File: config.mk
export PLATFORM = sky130hd
export DESIGN_NAME = rob_banked
export DESIGN_NICKNAME = d
export VERILOG_FILES = /design/src/rtl/rob_banked.sv
export SDC_FILE = /design/constraint.sdc
export NUM_CORES = 1
export LEC_CHECK = 0
export BUFFER_PORTS_ARGS = -buffer_cell sky130_fd_sc_hd__buf_2
export CAP_MARGIN = 10
export CORE_UTILIZATION = 32
export DETAILED_ROUTE_END_ITERATION = 16
export GPL_TIMING_DRIVEN = 1
export PLACE_DENSITY = 0.61
export SYNTH_ARGS = -nofsm -noshare
export SYNTH_HDL_FRONTEND = slang
export SYNTH_SLANG_ARGS = --single-unit
File: constraint.sdc
create_clock -name i_clk -period 4.5 [get_ports i_clk]
set_input_delay 0.9 -clock i_clk [delete_from_list [all_inputs] [get_ports i_clk]]
set_output_delay 0.9 -clock i_clk [all_outputs]
set_load 0.01 [all_outputs]
File: src/rtl/rob_banked.sv
// rob_banked: banked reorder buffer. Each row holds NBANK lanes dispatched together.
// Rows retire in order from the head, and the whole row retires at once.
// Writeback, exception and branch-resolve events update per-entry state.
// An exception at a ready head row flushes the entire buffer on the next edge.
//
// Ports:
//   i_clk, i_rst                 clock, synchronous active-high reset
//   i_dis_*                      one-row dispatch (lane valids, pc, uops, branch masks, dest tags)
//   o_dis_tag, o_full, o_empty   allocation status, from registers
//   i_wb_en/i_wb_tag             NWB writeback ports, tag = {row, bank}
//   i_exc_en/i_exc_tag           exception report for one entry
//   i_br_ok/i_br_kill/i_br_mask  branch resolution (one-hot mask bit)
//   o_com_*                      head-row commit, combinational from registers
//   o_exc, o_exc_pc, o_exc_bank  head-row exception, combinational from registers
module rob_banked #(
  parameter  int unsigned NBANK     = 4,
  parameter  int unsigned NROW      = 8,
  parameter  int unsigned WIDTH_REG = 7,
  parameter  int unsigned WIDTH_BRM = 4,
  parameter  int unsigned WIDTH_UOP = 7,
  parameter  int unsigned NWB       = 2,
  localparam int unsigned RW        = $clog2(NROW),
  localparam int unsigned BW        = $clog2(NBANK),
  localparam int unsigned TAG       = RW + BW
) (
  input  logic                       i_clk,
  input  logic                       i_rst,
  input  logic                       i_dis_we,
  input  logic [NBANK-1:0]           i_dis_lane,
  input  logic [31:0]                i_dis_pc,
  input  logic [NBANK*WIDTH_UOP-1:0] i_dis_uops,
  input  logic [NBANK*WIDTH_BRM-1:0] i_dis_mask,
  input  logic [NBANK*WIDTH_REG-1:0] i_dis_prd,
  output logic [RW-1:0]              o_dis_tag,
  output logic                       o_full,
  output logic                       o_empty,
  input  logic [NWB-1:0]             i_wb_en,
  input  logic [NWB*TAG-1:0]         i_wb_tag,
  input  logic                       i_exc_en,
  input  logic [TAG-1:0]             i_exc_tag,
  input  logic                       i_br_ok,
  input  logic                       i_br_kill,
  input  logic [WIDTH_BRM-1:0]       i_br_mask,
  output logic                       o_com_en,
  output logic [NBANK-1:0]           o_com_lane,
  output logic [NBANK*WIDTH_REG-1:0] o_com_prd,
  output logic [31:0]                o_com_pc,
  output logic                       o_exc,
  output logic [31:0]                o_exc_pc,
  output logic [BW-1:0]              o_exc_bank
);

  localparam int unsigned CW = RW + 1;

  // Per-entry control state (reset) and payload (not reset)
  logic [NROW-1:0][NBANK-1:0]                val_q,  val_d;
  logic [NROW-1:0][NBANK-1:0]                busy_q, busy_d;
  logic [NROW-1:0][NBANK-1:0]                exc_q,  exc_d;
  logic [NROW-1:0][NBANK-1:0]                kill_q, kill_d;
  logic [NROW-1:0][NBANK-1:0][WIDTH_UOP-1:0] uop_q,  uop_d;
  logic [NROW-1:0][NBANK-1:0][WIDTH_BRM-1:0] mask_q, mask_d;
  logic [NROW-1:0][NBANK-1:0][WIDTH_REG-1:0] prd_q,  prd_d;
  logic [NROW-1:0][31:0]                     pc_q,   pc_d;

  logic [RW-1:0] head_q,  head_d;
  logic [RW-1:0] tail_q,  tail_d;
  logic [CW-1:0] count_q, count_d;

  // Head-row view
  logic [NBANK-1:0] h_val, h_busy, h_exc, h_kill, h_exc_lanes;
  logic             head_ready;
  logic             com_fire;
  logic             flush;
  logic             dis_acc;

  // Decoded writeback / exception addresses
  logic [RW-1:0] wb_row  [NWB];
  logic [BW-1:0] wb_bank [NWB];
  logic [RW-1:0] exc_row;
  logic [BW-1:0] exc_bank;

  // uops are carried for a future trace/debug port
  logic unused_uop;
  assign unused_uop = ^uop_q;

  for (genvar k = 0; k < NWB; k++) begin : g_wb_dec
    assign wb_row[k]  = i_wb_tag[k*TAG+BW +: RW];
    assign wb_bank[k] = i_wb_tag[k*TAG +: BW];
  end

  assign exc_row  = i_exc_tag[TAG-1:BW];
  assign exc_bank = i_exc_tag[BW-1:0];

  // Status outputs, registers only
  assign o_full    = (count_q == CW'(NROW));
  assign o_empty   = (count_q == '0);
  assign o_dis_tag = tail_q;

  assign h_val       = val_q[head_q];
  assign h_busy      = busy_q[head_q];
  assign h_exc       = exc_q[head_q];
  assign h_kill      = kill_q[head_q];
  assign h_exc_lanes = h_val & h_exc & ~h_kill;

  // Ready once every valid lane has left the busy state (killed lanes included)
  assign head_ready = !o_empty && ((h_val & h_busy) == '0);
  assign com_fire   = !i_rst && head_ready && (h_exc_lanes == '0);
  assign flush      = !i_rst && head_ready && (h_exc_lanes != '0);
  assign dis_acc    = i_dis_we && !o_full;

  // Commit / exception outputs
  assign o_com_en   = com_fire;
  assign o_com_lane = com_fire ? (h_val & ~h_kill) : '0;
  assign o_com_prd  = prd_q[head_q];
  assign o_com_pc   = pc_q[head_q];
  assign o_exc      = flush;
  assign o_exc_pc   = pc_q[head_q];

  // Lowest excepting lane: scan high to low so the lowest set bit wins
  always_comb begin
    o_exc_bank = '0;
    for (int b = int'(NBANK) - 1; b >= 0; b--) begin
      if (h_exc_lanes[b]) o_exc_bank = BW'(b);
    end
  end

  // Next-state: commit, dispatch, writeback, exception, branch, then flush override
  always_comb begin
    val_d   = val_q;
    busy_d  = busy_q;
    exc_d   = exc_q;
    kill_d  = kill_q;
    uop_d   = uop_q;
    mask_d  = mask_q;
    prd_d   = prd_q;
    pc_d    = pc_q;
    head_d  = head_q;
    tail_d  = tail_q;
    count_d = count_q;

    if (com_fire) begin
      val_d[head_q] = '0;
      head_d        = head_q + RW'(1);
    end

    if (dis_acc) begin
      val_d[tail_q]  = i_dis_lane;
      busy_d[tail_q] = '1;
      exc_d[tail_q]  = '0;
      kill_d[tail_q] = '0;
      uop_d[tail_q]  = i_dis_uops;
      mask_d[tail_q] = i_dis_mask;
      prd_d[tail_q]  = i_dis_prd;
      pc_d[tail_q]   = i_dis_pc;
      tail_d         = tail_q + RW'(1);
    end

    unique case ({dis_acc, com_fire})
      2'b10:   count_d = count_q + CW'(1);
      2'b01:   count_d = count_q - CW'(1);
      default: count_d = count_q;
    endcase

    // Writeback only completes live, unkilled entries
    for (int k = 0; k < int'(NWB); k++) begin
      if (i_wb_en[k] && val_q[wb_row[k]][wb_bank[k]] && !kill_q[wb_row[k]][wb_bank[k]]) begin
        busy_d[wb_row[k]][wb_bank[k]] = 1'b0;
      end
    end

    if (i_exc_en && val_q[exc_row][exc_bank]) begin
      exc_d[exc_row][exc_bank]  = 1'b1;
      busy_d[exc_row][exc_bank] = 1'b0;
    end

    // Branch resolution runs last so a kill overrides same-cycle writeback/exception.
    // It sees this cycle's dispatch, so dependent uops arriving now are covered too.
    for (int r = 0; r < int'(NROW); r++) begin
      for (int b = 0; b < int'(NBANK); b++) begin
        if (i_br_kill && val_d[RW'(r)][BW'(b)] &&
            ((mask_d[RW'(r)][BW'(b)] & i_br_mask) != '0)) begin
          kill_d[RW'(r)][BW'(b)] = 1'b1;
          busy_d[RW'(r)][BW'(b)] = 1'b0;
        end
        if (i_br_ok || i_br_kill) begin
          mask_d[RW'(r)][BW'(b)] = mask_d[RW'(r)][BW'(b)] & ~i_br_mask;
        end
      end
    end

    if (flush) begin
      val_d   = '0;
      head_d  = '0;
      tail_d  = '0;
      count_d = '0;
    end
  end

  // Control state register
  always_ff @(posedge i_clk) begin
    if (i_rst) begin
      val_q   <= '0;
      busy_q  <= '0;
      exc_q   <= '0;
      kill_q  <= '0;
      head_q  <= '0;
      tail_q  <= '0;
      count_q <= '0;
    end else begin
      val_q   <= val_d;
      busy_q  <= busy_d;
      exc_q   <= exc_d;
      kill_q  <= kill_d;
      head_q  <= head_d;
      tail_q  <= tail_d;
      count_q <= count_d;
    end
  end

  // Payload arrays, qualified by val so no reset needed
  always_ff @(posedge i_clk) begin
    uop_q  <= uop_d;
    mask_q <= mask_d;
    prd_q  <= prd_d;
    pc_q   <= pc_d;
  end

endmodule
==> summary.txt, run 1 <==
Detailed routing
  – DR iter-0 viols: 1,868
  – Post-Route WL: 85.5 mm
  – Drt first pass iters: 6
  – Post-DRT Antenna Nets: 0
  – Vias per inst: 5.71
  – DR vias: 19.2k
  – Avg WL per Cell: 25.5 µm
  – # DRC: 0

STA
  – Final hold violations: 0
  – F_max: 0.228 GHz
  – RSZ-0062 raised after global routing: no
  – Fin crit share: 97.3%
  – Final WS setup: 0.121 ns
  – Actual slew at the worst max-slew pin: 0.971 ns
  – Worst hold slack: 0.455 ns
  – Max Slew Vio Count: 0
  – Fin Setup TNS: 0 ns
  – Slew HR: 35.0%
  – Clock Skew: 0.0513 ns
  – Tmin final: 4.38 ns
  – # setup viols final: 0

Global route
  – Total gr overflow: 0
  – Initial antenna violation count: 12
  – First-pass GRT wire length: 125 mm
  – Largest net degree at the start of global routing: 63
  – Global Route Usage Sum: 19.5%
  – Number of global-route vias before repair: 19.1k

Setup path
  – Worst EP required: 3.60 ns
  – Depth of the worst register-to-register path: 14
  – Kind of critical path: flip-flop to primary output
  – Worst reg2reg startpoint: head_q[1]
  – CP Capture Point: o_com_lane[0]
  – CP Max Fanout: 20
  – Arrival @ worst endpoint: 3.48 ns
  – Reg2Reg Setup Slack: 0.77 ns
  – Critical Path Start Type: flip-flop
  – Crit path launch: head_q[1]
  – FF-to-FF End: count_q[2]
  – CP endpoint kind: primary output

Floorplan
  – Cell Rows: 106
  – Die ar.: 85,400 µm²
  – Initial Util: 32.3%
  – I/O Pins: 240
  – Die X: 292 µm
  – Core Area: 83,600 µm²
  – Die H: 292 µm

Power and ir drop
  – Seq pwr share: 42.5%
  – LEAKAGE: 10.7 nW
  – Internal: 11.4 mW
  – Peak supply drop: 451 µV
  – PD cells: 513 nW/µm²
  – Clock power frac: 35.3%
  – Total net switching power: 4.87 mW
  – Combinational Power Share: 22.2%
  – Sw frac: 30.0%

Min path
  – HP Start: exc_q[24]
  – HP Class: flip-flop to flip-flop
  – Min-Delay Path Depth: 2

Synth
  – Post-synth net total: 2,178
  – Sequential fraction of the synthesis area: 66.1%
  – Most frequent cell after synthesis: edfxtp_1
  – Main synth FF type: edfxtp_1
  – Synth top area cells: edfxtp_1 (53%), dfxtp_1 (13%), a22oi_1 (3.5%)
  – Async S/R FF share, synth: 0%
  – Post-synth top area share: 53.5%
  – Post-synth top cells: edfxtp_1 (480), dfxtp_1 (170), nand2_1 (138), a21oi_1 (135), a22oi_1 (126)
  – Yosys reg bits: 650
  – Post-Synthesis Cells: 2,038
  – Ys Warns: 0
  – Number of synthesized flops with an enable pin: 480
  – Synth cell types: 75
  – Synthesized area: 27,000 µm²
  – Avg Inst Size Synth: 13.2 µm²
  – Area leader, netlist: edfxtp_1

Clock network
  – CTS tree: done
  – Htree depth: 3
  – CTS Root Buffer Type: clkbuf_16
  – Clock Latency Late Sink: 0.63 ns
  – Total clock sinks: 650
  – Cts bufs inserted: 72
  – Longest Clk Path Bufs: 3
  – Clock Pin Slew Worst Setup and Hold Paths: 0.06 ns

Placement
  – Post-DP Area: 29,300 µm²
  – Pre-CTS WS: 0.488 ns
  – Detail Placement HPWL: 52.1 mm
  – Port buffer count: 203
  – RD Place Congestion: 0.985

Final layout
  – Share of cells above drive strength 1: 21.5%
  – Nets: 2,363
  – Utilization after layout: 37.9%
  – Post-route cell area: 31,700 µm²
  – Synthesis-to-layout area growth: 17.6%
  – # fillers: 7,926

Flow run
  – Max-cap violations: 0

Outcome
  – Run status: finished clean
## cell families (layout without fill, tap and decap cells)
group,after synthesis,after routing,synth area share [%]
adders and majority gates,5,5,0.232
AOI/OAI and AO/OA,547,547,14.4
muxes,121,121,6.25
DFF,650,650,66.1
xor gates and xnor gates,8,8,0.260
and+or+nand+nor,502,502,9.19
buffers and inverters,205,442,3.58
other,0,1,0
## metrics by stage
step                std cells  total power, mW
global route             3355             16.9
detailed placement       3223             10.6
floorplan                2038             9.27
finish                   3356             16.3
global placement         3222             10.5
CTS                      3350             16.3
## power groups by stage
| stage | combinational, mW | sequential, mW | clock (mW) |
|---|---|---|---|
| after global placement | 3.44 | 7.10 | 0 |
| after detailed placement | 3.45 | 7.11 | 0 |
| after floorplan | 2.31 | 6.96 | 0 |
| after CTS | 3.53 | 6.95 | 5.84 |
| after global routing | 3.89 | 6.93 | 6.08 |
| final | 3.61 | 6.91 | 5.75 |
## sequential cells by signal (all words and copies together) (netlist names), 4 cells and up
name     flops
exc_q       32
kill_q      32
mask_q      32
busy_q      32
prd_q      224
pc_q       256
count_q      4
val_q       32
## area by class of cell
cell class	instances	area [µm²]	share of cell area [%]
Clock inverter	39	373	1.18
Clock buffer	87	1930	6.10
Sequential cell	650	17800	56.3
Antenna cell	1	2.50	0.00790
Timing Repair Buffer	289	1870	5.90
Tap cell	1080	1350	4.26
Inverter	27	111	0.351
Multi-Input combinational cell	1183	8220	25.9
## worst max-delay path, stage by stage, from the launching register on
cell and delay (ns):
dfxtp_4 0.57, mux2_2 0.39, a22oi_1 0.41, a21oi_1 0.13
o21a_1 0.23, or4_4 0.49, inv_2 0.20, and3_1 0.27
buf_2 0.16
## cell usage in the layout, fill, tap and decap left out, types with 8 or more instances in the layout
master / n
a21oi_1: 135
a221oi_1: 67
a22o_1: 55
a22oi_1: 126
a31oi_1: 11
and3_1: 39
buf_12: 16
buf_2: 203
buf_4: 68
clkbuf_1: 9
clkbuf_16: 74
clkinv_1: 10
clkinv_2: 18
dfxtp_1: 167
edfxtp_1: 480
inv_1: 18
mux2_2: 32
mux2i_1: 54
mux4_2: 32
nand2_1: 138
nand3_1: 89
nor2_1: 109
nor2b_1: 18
nor3_1: 13
nor3b_1: 8
nor4_1: 27
o211ai_1: 23
o21ai_0: 43
o221ai_1: 25
## metal layers
layer	vias to the layer above	GRT usage, %	routed length, µm
met1	9677	25.6	35900
met2	908	31.6	39500
met4	24	5.91	2260
met3	176	5.02	7640
li1	8390	-	-
met5	-	0	149
## how the worst min path moves through the flow
stage,end,slack (ns)
finish,exc_q[24],0.45
global route,exc_q[12],0.47
CTS,exc_q[24],0.46
detailed placement,exc_q[24],0.45
global placement,mask_q[35],0.44
floorplan,exc_q[11],0.43
## repair_timing
item,CTS,global route
setup buffers,1,5
hold buffers,0,0
resized for setup,2,2
setup endpoints to repair,11,4
Note: power is estimated with default switching activity, not from simulation.
==> inputs of run 2 (changes only) <==
Settings changed: CELL_PAD_IN_SITES_DETAIL_PLACEMENT set to 1, CELL_PAD_IN_SITES_GLOBAL_PLACEMENT set to 1, PLACE_DENSITY 0.61 to 0.69.
==> run 2 against run 1 <==
Effect of this change:
- critical path depth rose by 1
- via count rose by 2.4%
- combinational power rose by 2%
- critical endpoint is now o_com_lane[3]
- largest cell class unchanged
==> summary.txt, run 2 (synthesized netlist as in run 1, its figures left out) <==
Outcome
  – Run status: finished clean

STA
  – # setup viols final: 0 (unchanged)
  – Fin Setup TNS: 0 ns (unchanged)
  – F_max: 0.227 GHz (-0.56%)
  – Worst hold slack: 0.458 ns (+0.00277 ns)
  – Actual slew at the worst max-slew pin: 1.04 ns (+0.0672 ns)
  – Clock Skew: 0.0817 ns (+0.0304 ns)
  – Max Slew Vio Count: 0 (unchanged)
  – Final hold violations: 0 (unchanged)
  – RSZ-0062 raised after global routing: no
  – Tmin final: 4.40 ns (+0.0247 ns)
  – Slew HR: 30.6% (-4.3 points)
  – Fin crit share: 97.9% (+0.55 points)

Floorplan
  – Die X: 292 µm (unchanged)
  – Die H: 292 µm (unchanged)
  – Core Area: 83,600 µm² (unchanged)
  – I/O Pins: 240 (unchanged)
  – Die ar.: 85,400 µm² (unchanged)
  – Initial Util: 32.3% (unchanged)
  – Cell Rows: 106 (unchanged)

Final layout
  – Commonest non-fill, non-tap cells in the layout: edfxtp_1 (480), buf_2 (203), dfxtp_1 (168)
  – # fillers: 8,812 (+11%)
  – Max reg flops: 256 (unchanged)
  – Area of the multi-input gates: 8240 µm² (+0.15%)
  – Biggest regs: pc_q x256, prd_q x224
  – Commonest non-fill, non-tap cell in the layout: edfxtp_1
  – Utilization after layout: 38.1% (+0.21 points)
  – Synthesis-to-layout area growth: 18.2%
  – Share of cells above drive strength 1: 21.4% (-0.091 points)
  – Register area: 17,800 µm² (about the same)
  – Post-route insts no fill: 3,362 (+0.18%)
  – Nets: 2,363 (unchanged)
  – Post-route cell area: 31,900 µm² (+0.56%)
  – Biggest register: pc_q

Global route
  – First-pass GRT wire length: 134 mm (+7.6%)
  – Largest net degree at the start of global routing: 61 (-3.2%)
  – Total gr overflow: 0 (unchanged)
  – Initial antenna violation count: 12 (unchanged)
  – Global Route Usage Sum: 21.0% (+1.5 points)
  – Number of global-route vias before repair: 20.2k (+6.0%)

Setup path
  – Worst reg2reg startpoint: head_q[1]
  – Critical Path Start Type: flip-flop
  – CP Max Fanout: 28 (+40%)
  – Arrival @ worst endpoint: 3.50 ns (+0.02 ns)
  – CP max stage cell: or4b_1
  – CP endpoint kind: primary output
  – Most common cell on crit path: buf_4
  – Worst EP required: 3.60 ns (about the same)
  – FF-to-FF End: count_q[3]
  – Slowest stage delay, CP: 0.53 ns (-0.04 ns)
  – Kind of critical path: flip-flop to primary output
  – Depth of the worst register-to-register path: 15 (+1)
  – Reg2Reg Setup Slack: 0.70 ns (-0.07 ns)
  – Crit path cell chain: buf_4 -> mux4_2 -> mux2i_1 -> or4b_1 -> o2111ai_1 -> or4_4 -> buf_4 -> nor2_2 -> buf_2

Detailed routing
  – Avg WL per Cell: 27.3 µm (+7.0%)
  – Post-Route WL: 91.6 mm (+7.2%)
  – Post-DRT Antenna Nets: 0 (unchanged)
  – Vias per inst: 5.84 (+2.2%)
  – DR vias: 19.6k (+2.4%)
  – Drt first pass iters: 9 (+3)
  – DR iter-0 viols: 1,819 (-2.6%)
  – # DRC: 0 (unchanged)

Clock network
  – Longest Clk Path Bufs: 3 (unchanged)
  – Cts bufs inserted: 75 (+4.2%)
  – Clock Latency Late Sink: 0.66 ns (+0.03 ns)
  – CTS Root Buffer Type: clkbuf_16
  – Htree depth: 3 (unchanged)
  – CTS tree: done
  – Clock Pin Slew Worst Setup and Hold Paths: 0.05 ns (about the same)
  – Hold Buf Count CTS: 0 (unchanged)
  – Total clock sinks: 650 (unchanged)

Min path
  – Worst min-delay path endpoint: exc_q[28]
  – HP Start: exc_q[28]
  – HP Class: flip-flop to flip-flop
  – Min-Delay Path Depth: 2 (unchanged)

Power and ir drop
  – LEAKAGE: 10.8 nW (+0.67%)
  – Peak supply drop: 426 µV (-5.5%)
  – PD cells: 525 nW/µm² (+2.2%)

Placement
  – Placed Cells: 3,220 (-0.093%)
  – RD Place Congestion: 0.963 (-2.2%)
  – Post-DP Area: 29,300 µm² (about the same)
  – Port buffer count: 203 (unchanged)
  – Detail Placement HPWL: 56.9 mm (+9.2%)

Flow run
  – Max-cap violations: 0 (unchanged)
run 2: cell count changes in the layout (fill, tap and decap cells not counted), moves of 2 or more:
cell,previous run,this run
clkbuf_1,9,16
bufinv_16,4,6
clkinvlp_4,5,1
buf_4,68,64
inv_6,5,0
clkinv_16,1,4
run 2: worst max path at each step:
stage | cells after the start | to | slack (ns) | start
floorplan | 9 | busy_q[6] | 0.07 | i_dis_we
global placement | 7 | o_exc | 0.35 | head_q[0]
detailed placement | 7 | o_exc | 0.33 | head_q[0]
CTS | 9 | o_com_lane[3] | 0.02 | head_q[1]
global route | 9 | o_com_lane[0] | 0.05 | head_q[0]
finish | 9 | o_com_lane[3] | 0.1 | head_q[1]
run 2: power breakdown:
part	internal, mW	total, mW	switching (mW)	leakage (nW)
Sequential	6.75	6.91	0.160	5.74
Combinational	1.32	3.69	2.37	3.87
Clock	3.53	6.12	2.58	1.20
run 2: repair_timing:
action,4_1_cts,5_1_grt
setup endpoints to repair,7,5
cloned,0,0
pin swaps,0,0
buffers inserted,5,1
gates resized for setup,2,2
run 2: stage by stage:
step	total power, mW	worst slack (ns)
3_5_place_dp	10.6	0.330
6_report	16.7	0.0965
2_1_floorplan	9.27	0.0700
3_3_place_gp	10.5	0.349
5_1_grt	17.3	0.0518
4_1_cts	16.8	0.0246
run 2: routing by layer:
layer / GRT usage, % / wire length, µm / vias up
met5: 0 / 130 / -
met4: 6.39 / 2600 / 20
met3: 4.96 / 7530 / 188
met2: 34.7 / 43700 / 895
met1: 27.3 / 37700 / 10100
li1: - / - / 8384
run 2: worst max-delay path: cells and delay by family, from the launching register on:
kind            cells  cell delay [ns]
buf+inv             3             0.76
mux                 2             0.66
simple gates        3             0.81
compound gates      1             0.14
flops               1             0.51
run 2: cell type report:
| class | instances | area share (%) |
|---|---|---|
| Clock inverter | 39 | 1.53 |
| Tap cell | 1080 | 4.24 |
| Multi-Input combinational cell | 1183 | 25.8 |
| Sequential cell | 650 | 55.9 |
| Clock buffer | 95 | 6.25 |
| Timing Repair Buffer | 286 | 5.85 |
| Antenna cell | 2 | 0.0157 |
| Inverter | 27 | 0.349 |
